`config.mk`:
```
export PLATFORM = sky130hd
export DESIGN_NAME = ir_tx_nec
export DESIGN_NICKNAME = d
export VERILOG_FILES = /design/src/rtl/ir_tx_nec.sv
export SDC_FILE = /design/constraint.sdc
export NUM_CORES = 1
export LEC_CHECK = 0
export ABC_CLOCK_PERIOD_IN_PS = 3350
export CAP_MARGIN = 40
export CORE_ASPECT_RATIO = 0.8
export CORE_MARGIN = 3
export CORE_UTILIZATION = 50
export CTS_CLUSTER_DIAMETER = 80
export CTS_CLUSTER_SIZE = 28
export DETAILED_ROUTE_END_ITERATION = 6
export PLACE_DENSITY = 0.77
export SLEW_MARGIN = 10
export SYNTH_ARGS = -nofsm -noshare
export SYNTH_HDL_FRONTEND = slang
export SYNTH_SLANG_ARGS = --single-unit
```
`constraint.sdc`:
```
create_clock -name clk -period 3.35 [get_ports clk]
set_input_delay 0.67 -clock clk [delete_from_list [all_inputs] [get_ports clk]]
set_output_delay 0.67 -clock clk [all_outputs]
set_load 0.03 [all_outputs]
```
`src/rtl/ir_tx_nec.sv`:
```
// NEC infrared transmitter with an Avalon-MM slave register interface.
// Generates the lead/bit/stop mark-space sequence for full frames and
// repeat codes. Marks are either modulated by a square-wave carrier or
// emitted as a plain envelope.
module ir_tx_nec #(
    parameter int UNIT_CYCLES = 28125,
    parameter int CARRIER_DIV = 1316
) (
    input  logic        clk,
    input  logic        reset,
    input  logic [1:0]  avs_address,
    input  logic        avs_read,
    input  logic        avs_write,
    input  logic [31:0] avs_writedata,
    output logic [31:0] avs_readdata,
    output logic        irq,
    output logic        ir_tx_export
);

    // The longest state (lead mark) lasts 16 units, so the duration counter
    // only has to hold 16*UNIT_CYCLES-1.
    localparam int CNT_W = $clog2(16 * UNIT_CYCLES);
    localparam int PH_W  = (CARRIER_DIV > 2) ? $clog2(CARRIER_DIV) : 1;

    // Each state's counter is loaded with (units*UNIT_CYCLES - 1) and then
    // counts down to zero.
    localparam logic [CNT_W-1:0] LOAD_1U  = CNT_W'(UNIT_CYCLES - 1);
    localparam logic [CNT_W-1:0] LOAD_3U  = CNT_W'(3 * UNIT_CYCLES - 1);
    localparam logic [CNT_W-1:0] LOAD_4U  = CNT_W'(4 * UNIT_CYCLES - 1);
    localparam logic [CNT_W-1:0] LOAD_8U  = CNT_W'(8 * UNIT_CYCLES - 1);
    localparam logic [CNT_W-1:0] LOAD_16U = CNT_W'(16 * UNIT_CYCLES - 1);

    localparam logic [PH_W-1:0]  PH_LAST  = PH_W'(CARRIER_DIV - 1);
    localparam logic [PH_W-1:0]  PH_HALF  = PH_W'(CARRIER_DIV / 2);

    typedef enum logic [2:0] {
        S_IDLE,
        S_LEAD_MARK,
        S_LEAD_SPACE,
        S_BIT_MARK,
        S_BIT_SPACE,
        S_STOP_MARK
    } state_t;

    state_t            state_q, state_d;
    logic [CNT_W-1:0]  cnt_q, cnt_d;
    logic [4:0]        bit_idx_q, bit_idx_d;
    logic              rep_q, rep_d;
    logic              carrier_q, carrier_d;
    logic [PH_W-1:0]   phase_q, phase_d;
    logic              tx_q, tx_d;
    logic [31:0]       data_q, data_d;
    logic [1:0]        ctrl_q, ctrl_d;
    logic              done_q, done_d;
    logic              overrun_q, overrun_d;
    logic [31:0]       rdata_q, rdata_d;

    logic              busy;
    logic              wr_data, wr_status, wr_ctrl, wr_repeat;
    logic              start;
    logic              done_set;
    logic              mark_d;
    logic              mark_entry;

    // Register-select decode and transmission start qualification.
    always_comb begin
        wr_data   = avs_write && (avs_address == 2'd0);
        wr_status = avs_write && (avs_address == 2'd1);
        wr_ctrl   = avs_write && (avs_address == 2'd2);
        wr_repeat = avs_write && (avs_address == 2'd3);
        busy      = (state_q != S_IDLE);
        start     = (wr_data || wr_repeat) && !busy;
    end

    // Sequencer: next state, duration counter and bit index.
    always_comb begin
        state_d   = state_q;
        cnt_d     = cnt_q;
        bit_idx_d = bit_idx_q;
        rep_d     = rep_q;
        carrier_d = carrier_q;
        done_set  = 1'b0;

        case (state_q)
            S_IDLE: begin
                if (start) begin
                    state_d   = S_LEAD_MARK;
                    cnt_d     = LOAD_16U;
                    bit_idx_d = 5'd0;
                    rep_d     = wr_repeat;
                    // Carrier mode is frozen for the whole frame here.
                    carrier_d = ctrl_q[0];
                end
            end
            S_LEAD_MARK: begin
                if (cnt_q != '0) begin
                    cnt_d = cnt_q - CNT_W'(1);
                end else begin
                    state_d = S_LEAD_SPACE;
                    cnt_d   = rep_q ? LOAD_4U : LOAD_8U;
                end
            end
            S_LEAD_SPACE: begin
                if (cnt_q != '0) begin
                    cnt_d = cnt_q - CNT_W'(1);
                end else begin
                    state_d = rep_q ? S_STOP_MARK : S_BIT_MARK;
                    cnt_d   = LOAD_1U;
                end
            end
            S_BIT_MARK: begin
                if (cnt_q != '0) begin
                    cnt_d = cnt_q - CNT_W'(1);
                end else begin
                    state_d = S_BIT_SPACE;
                    cnt_d   = data_q[bit_idx_q] ? LOAD_3U : LOAD_1U;
                end
            end
            S_BIT_SPACE: begin
                if (cnt_q != '0) begin
                    cnt_d = cnt_q - CNT_W'(1);
                end else begin
                    cnt_d = LOAD_1U;
                    if (bit_idx_q == 5'd31) begin
                        state_d = S_STOP_MARK;
                    end else begin
                        state_d   = S_BIT_MARK;
                        bit_idx_d = bit_idx_q + 5'd1;
                    end
                end
            end
            S_STOP_MARK: begin
                if (cnt_q != '0) begin
                    cnt_d = cnt_q - CNT_W'(1);
                end else begin
                    state_d  = S_IDLE;
                    done_set = 1'b1;
                end
            end
            default: begin
                state_d = S_IDLE;
                cnt_d   = '0;
            end
        endcase
    end

    // Carrier phase and LED drive, computed from the upcoming state so the
    // registered output lines up with the state it belongs to.
    always_comb begin
        mark_d     = (state_d == S_LEAD_MARK) || (state_d == S_BIT_MARK) ||
                     (state_d == S_STOP_MARK);
        mark_entry = mark_d && (state_d != state_q);
        phase_d    = '0;
        if (mark_d && !mark_entry) begin
            phase_d = (phase_q == PH_LAST) ? '0 : phase_q + PH_W'(1);
        end
        tx_d = mark_d && (carrier_d ? (phase_d < PH_HALF) : 1'b1);
    end

    // Register file: DATA/CTRL writes, sticky status flags and read mux.
    always_comb begin
        data_d    = (wr_data && !busy) ? avs_writedata : data_q;
        ctrl_d    = wr_ctrl ? avs_writedata[1:0] : ctrl_q;

        // A done event in the same cycle as its W1C clear keeps done set.
        done_d    = done_q;
        if (done_set) begin
            done_d = 1'b1;
        end else if (wr_status && avs_writedata[1]) begin
            done_d = 1'b0;
        end

        overrun_d = overrun_q;
        if ((wr_data || wr_repeat) && busy) begin
            overrun_d = 1'b1;
        end else if (wr_status && avs_writedata[2]) begin
            overrun_d = 1'b0;
        end

        rdata_d = rdata_q;
        if (avs_read) begin
            case (avs_address)
                2'd0:    rdata_d = data_q;
                2'd1:    rdata_d = {29'd0, overrun_q, done_q, busy};
                2'd2:    rdata_d = {30'd0, ctrl_q};
                default: rdata_d = 32'd0;
            endcase
        end
    end

    // State register for sequencer, carrier, output and registers.
    always_ff @(posedge clk or posedge reset) begin
        if (reset) begin
            state_q   <= S_IDLE;
            cnt_q     <= '0;
            bit_idx_q <= 5'd0;
            rep_q     <= 1'b0;
            carrier_q <= 1'b0;
            phase_q   <= '0;
            tx_q      <= 1'b0;
            data_q    <= 32'd0;
            ctrl_q    <= 2'd0;
            done_q    <= 1'b0;
            overrun_q <= 1'b0;
            rdata_q   <= 32'd0;
        end else begin
            state_q   <= state_d;
            cnt_q     <= cnt_d;
            bit_idx_q <= bit_idx_d;
            rep_q     <= rep_d;
            carrier_q <= carrier_d;
            phase_q   <= phase_d;
            tx_q      <= tx_d;
            data_q    <= data_d;
            ctrl_q    <= ctrl_d;
            done_q    <= done_d;
            overrun_q <= overrun_d;
            rdata_q   <= rdata_d;
        end
    end

    assign avs_readdata = rdata_q;
    assign ir_tx_export = tx_q;
    assign irq          = done_q & ctrl_q[1];

endmodule
```
Word-level counts from Yosys, hierarchy flattened

Cells that the tools add are included.

Flip-flop bits (word level): 109
Input bits: 38
Output and inout port bits: 34
Word-level logic and storage cells: 99

Add/subtract/negate cells: 3
$lt $le $gt $ge: 2
Equality and inequality tests: 18
Muxes and demuxes: 35
Bitwise gates (word level): 1
Reductions and logical operators: 28

Operators by type and width:

| cell                                                                            | number |
|---|---|
| 32-bit one-hot mux with 3 select lines                                          | 1 |
| 19-bit two-way mux                                                              | 5 |
| 19-bit one-hot mux with 5 select lines                                          | 1 |
| 3-bit two-way mux                                                               | 8 |
| 11-bit two-way mux                                                              | 2 |
| 19-bit nonzero test                                                             | 1 |
| 19-bit by 1-bit subtractor with 19-bit output (second input constant)           | 1 |
| 18-bit two-way mux                                                              | 1 |
| 3-bit one-hot mux with 6 select lines                                           | 1 |
| 17-bit two-way mux                                                              | 1 |
| 5-bit two-way mux                                                               | 3 |
| 1-bit logical AND                                                               | 12 |
| 11-bit by 1-bit adder with 11-bit output (second input constant)                | 1 |
| 11-bit equality test (second input constant)                                    | 1 |
| 11-bit by 10-bit less-than comparator with 1-bit output (second input constant) | 1 |
| 1-bit two-way mux                                                               | 10 |
| 5-bit one-hot mux with 2 select lines                                           | 1 |
| 3-bit by 2-bit equality test with 1-bit output (second input constant)          | 3 |
| 3-bit equality test (second input constant)                                     | 3 |
| 2-bit inequality test (second input constant)                                   | 4 |
| 3-bit by 1-bit equality test with 1-bit output (second input constant)          | 2 |
| 5-bit by 6-bit less-than comparator with 1-bit output (second input constant)   | 1 |
| 2-bit nonzero test                                                              | 3 |
| 5-bit by 1-bit adder with 5-bit output (second input constant)                  | 1 |
| other kinds (14)                                                                | 19 |

Logic depth before layout (Yosys ltp)

Depth after elaboration: 16
Gate-level depth with buffers: 11
Mapped depth without buffers: 9

Least setup slack after synthesis

No wires, ideal clock.

Kind: reg2reg
Start point: reg cnt_q[0]
End point: reg cnt_q[5]
Library setup time: 0.121 ns
Arrival: 2.178 ns
Required time: 3.229 ns
Setup slack: 1.051 ns
Cell stages (with the launch flop): 11
Buffers on the path: 1
Period minus slack after synthesis: 2.299 ns
Path through: dfrtp_1 inv_1 ha_1 or4b_1 and4b_1 buf_6 and2_4 nand2_1 o2bb2ai_1 a21o_1 a22o_1

Longest elaborated chain between the ends: 3
Elaborated cells between the ends (all ways): 9
Classes of those cells: add/sub (1); eq/ne (1); mux (5); reduce/logical (2)

Ends and longest elaborated chain:

| item                                                                                        | RTL line | text |
|---|---|---|
| start: declaration                                                                          | 46       | `logic [CNT_W-1:0] cnt_q, cnt_d;` |
| start signal: assignment                                                                    | 208      | `cnt_q <= cnt_d;` |
| 19-bit by 1-bit subtractor with 19-bit output / 19-bit nonzero test (equally long branches) | n/a      |  |
| 19-bit two-way mux, or another cell as far along                                            | 133      | `if (cnt_q != '0) begin` |
| 19-bit one-hot mux with 5 select lines / 2-bit AND reduction (equally long branches)        | n/a      |  |

Several ways; a longest one is shown, not always the timed one. The select of a mux whose other input is x is not followed.
A chain may end at the register's enable or synchronous reset.

Final worst setup path

Start point: reg cnt_q[0]
End point: reg cnt_q[1]

The elaborated chain is that of the path after synthesis.

==> results.md <==
Run status:
- The run finished with clean final reports.

Pwr:
- The worst vdd rail ir drop is approximately 490 uV.
- The standby leakage power is 2.78 nW.
- The power density over the cells is 681 mW/mm^2.
- Summing internal, switching and leakage power gives ~4.6 mW.

Logic synthesis:
- The predominant post-synthesis flop cell is sky130_fd_sc_hd__dfrtp_1.
- The netlist area before placement is 0.00556 sq mm.
- For this run, asynchronously set or reset flops after synthesis account for 1.00.
- The synthesized design contains 0 enable-type register cells.
- Synthesis instantiated 64 different standard cells from the library.
- The synthesized instance count is between 500 and 600.
- The average footprint of a synthesized cell is a little under 10 sq um.
- The total number of yosys warnings is 0.
- The synthesized design contains 109 register bits.
- The net count after synthesis is just over 600.
- Of the synthesized area, sequential elements account for 0.491.

GRT:
- The via count of the first global-routing pass is 4,311.
- The initial antenna violation count is 0.
- After global routing the overflow that remains totals 0.
- The maximum number of pins on one net before global-route repair is between 100 and 150.
- The first-pass GRT wire length is around 21,000 um.
- The overall track demand over capacity in global routing is 0.217.

Hold path:
- The startpoint identified for the worst hold timing path is data_q[9].
- The classification of the worst-slack hold path is register to register.

Detailed routing:
- For this run, design rule violations remaining after detail routing come to 0.
- The violation count after the first detailed-route iteration is ~380.
- Wires add up to around 13,000 um.
- After detailed routing, the average wire length per cell comes to ~16 um.
- The detail route stage leaves a number of antenna-violating nets equal to 0.
- The number of optimization iterations in the first detailed-route pass is 5.
- The number of vias per cell is between 5 and 6.
- Across all layers, the routed design uses between 4,000 and 5,000 vias.

Die:
- From left edge to right edge, the die measures ~120 um.
- The initial utilization of the core area, before any placement, comes to 0.528.
- The floorplan step defined a die boundary enclosing 0.0124 sq mm.
- After floorplanning, the core was divided into 33 placement rows.
- The die height is between 100 and 150 um.
- The region available for standard cell placement spans between 0.01 and 0.015 sq mm.
- The number of primary I/O pins is around 70.

Clock tree:
- The clock passes through at most 2 buffers.
- The post-cts gate resize count is 0.
- The number of CTS-inserted buffers is 9.
- The clock tree from TritonCTS is built.
- The clock root buffer master is sky130_fd_sc_hd__clkbuf_16.
- The post-CTS repair timing setup buffer count is 0.
- The CTS sink count is ~110.
- The H-tree depth is 3.
- The clock transition at the registers of the reported paths is about 0.070 ns.
- Buffers inserted to repair hold after CTS numbered 0.
- The later-pin clock latency in the skew report is ~0.34 ns.

Setup path:
- Among cell families on the critical path, the largest total delay comes from simple AND/OR/NAND/NOR gates.
- On the worst path, the slowest cell contributes a delay of around 0.65 ns.
- The source of the worst register-to-register timing path is cnt_q[0].
- Traced cell by cell, the critical path runs through inv_1, ha_1, or4b_1, and4b_1, a41o_1, inv_1, o22ai_1, o21ai_0.
- STA classifies the critical path startpoint as a register.
- Counting both buffers and inverters, the worst setup path holds a total of 2.
- The cell repeated most along the worst path is sky130_fd_sc_hd__inv_1.
- At the worst endpoint, the arrival time is 3.06 ns.
- The worst setup path is captured at a register.
- Along the worst path, the maximum fanout reaches 19.
- The critical path in this run is classified as register to register.
- The largest individual stage delay along the critical path comes from the cell sky130_fd_sc_hd__a41o_1.
- The required time of the critical path is between 3 and 4 ns.
- Tracing the worst setup path back leads to its startpoint at cnt_q[0].

Final layout:
- At the end of the flow, the number of nets in the layout was 680.
- The synthesis-to-layout area growth is 20.4%.
- The antenna diode instance count is 0.
- The core utilization of the finished layout is 0.636.
- The share of post-route cells with drive strength above 1 is 0.107.

Placed design:
- Detailed placement ended at an HPWL of ~9000 um.
- The number of buffers added on ports is 71.
- At the end of routability-driven placement, the weighted congestion stood at slightly above 0.9.

STA:
- Summed over all failing endpoints, the final setup total negative slack is 0 ns.
- The count of pins over their slew limit came to 0.
- Based on the critical path, the design can be clocked at up to 0.352 GHz.
- Counting I/O delays and the setup requirement, the final critical path takes about 2.8 ns.
- The final hold violation count is 0.
- The period utilization is 0.848.
- Measured against its own limit, the worst slew margin works out to 0.569.
- The post-route clock skew is approximately 0.0060 ns.
- For the pin with the worst max-slew slack, the measured transition is 0.645 ns.
- Setup repair after global routing left no endpoint under its margin.
- The final setup violation count is 0.

Run:
- The max-cap check violation count is 0.
## placed cells by master, fill, tap and decap left out, drive strengths merged, types with 3 or more instances in the layout
cell,instances
o32ai,3
xnor2,8
nor3,9
or3,5
nand2b,4
o21ai,55
a21oi,25
and3,8
nand2,63
a32o,3
clkdlybuf4s50,71
ha,4
dfrtp,109
mux2i,18
mux2,36
nand4,7
a22oi,7
nor2b,9
nor4,3
o211ai,4
nor2,47
inv,41
buf,9
clkbuf,12
xor2,6
nand3,23
## Yosys cell counts, drive strengths merged, types with 9 or more instances
cell type / instances / area, sq um
mux2: 36 / 405
inv: 42 / 158
nor2b: 9 / 56.3
dfrtp: 109 / 2730
nor3: 9 / 45.0
nor2: 47 / 176
clkbuf: 20 / 75.1
o21ai: 55 / 275
a21oi: 25 / 125
buf: 10 / 68.8
nand2: 63 / 244
nand3: 23 / 115
mux2i: 18 / 180
## final timing paths
kind,to,slack [ns],cells past startpoint
setup / recovery,cnt_q[1],0.51,8
hold / removal,avs_readdata[9],0.50,2
setup reg to reg,cnt_q[1],0.51,8
hold reg to reg,avs_readdata[9],0.50,2
max in group asynchronous,state_q[0],2.06,3
min in group asynchronous,cnt_q[5],0.82,3
## through the flow
stage | cell area, sq um | hold WS (ns) | instances | setup slack [ns]
3_5_place_dp | 6400 | 0.493 | 767 | 0.430
2_1_floorplan | 5560 | 0.460 | 577 | 1.05
3_3_place_gp | 6380 | 0.485 | 766 | 0.499
6_report | 6690 | 0.504 | 783 | 0.510
4_1_cts | 6690 | 0.509 | 783 | 0.523
5_1_grt | 6690 | 0.535 | 783 | 0.254
## final cells by class
cell class	count	area (sq um)
timing repair buffer	80	798
clock buffer	12	246
fill	842	3840
tap	140	175
inverter	42	161
clock inverter	4	47.5
multi-input combinational	396	2530
sequential	109	2730
## report_power, final
part           leakage [nW]  internal [mW]  total [mW]  switching (mW)
Clock                 0.143          0.598        1.05           0.454
Combinational          1.24          0.664        1.45           0.787
Sequential             1.40           1.71        2.05           0.349
## worst register-to-register path, delay by kind of cell, from the launching register on
kind,cells,cell delay (ns)
compound gates,3,0.91
fa+ha+maj,1,0.23
buf+inv,2,0.20
flops,1,0.42
simple gates,2,0.97
## cells by family after synthesis
kind of cell,count (synthesis),share of synthesized area
XOR/XNOR,14,0.0221
AO/OA/AOI/OAI,129,0.145
multiplexers,54,0.105
adder cells (fa/ha/maj),4,0.00901
buffers and inverters,72,0.0543
flip-flops,109,0.491
AND/OR/NAND/NOR,195,0.174
## metal layers
layer,global-route usage,vias to the layer above,share of wire
met5,0,-,0
met4,0.0706,0,0.015
met3,0.0462,16,0.058
met2,0.321,132,0.46
met1,0.318,2203,0.47
li1,-,2149,-
## flip-flops by register name, indices dropped and copies added, names as in the netlist
signal and cells:
avs_readdata 32, bit_idx_q 5, carrier_q 1, cnt_q 19, ctrl_q 2, data_q 32, done_q 1, ir_tx_export 1
overrun_q 1, phase_q 11, rep_q 1, state_q 3
(Power assumes the default switching activity.)
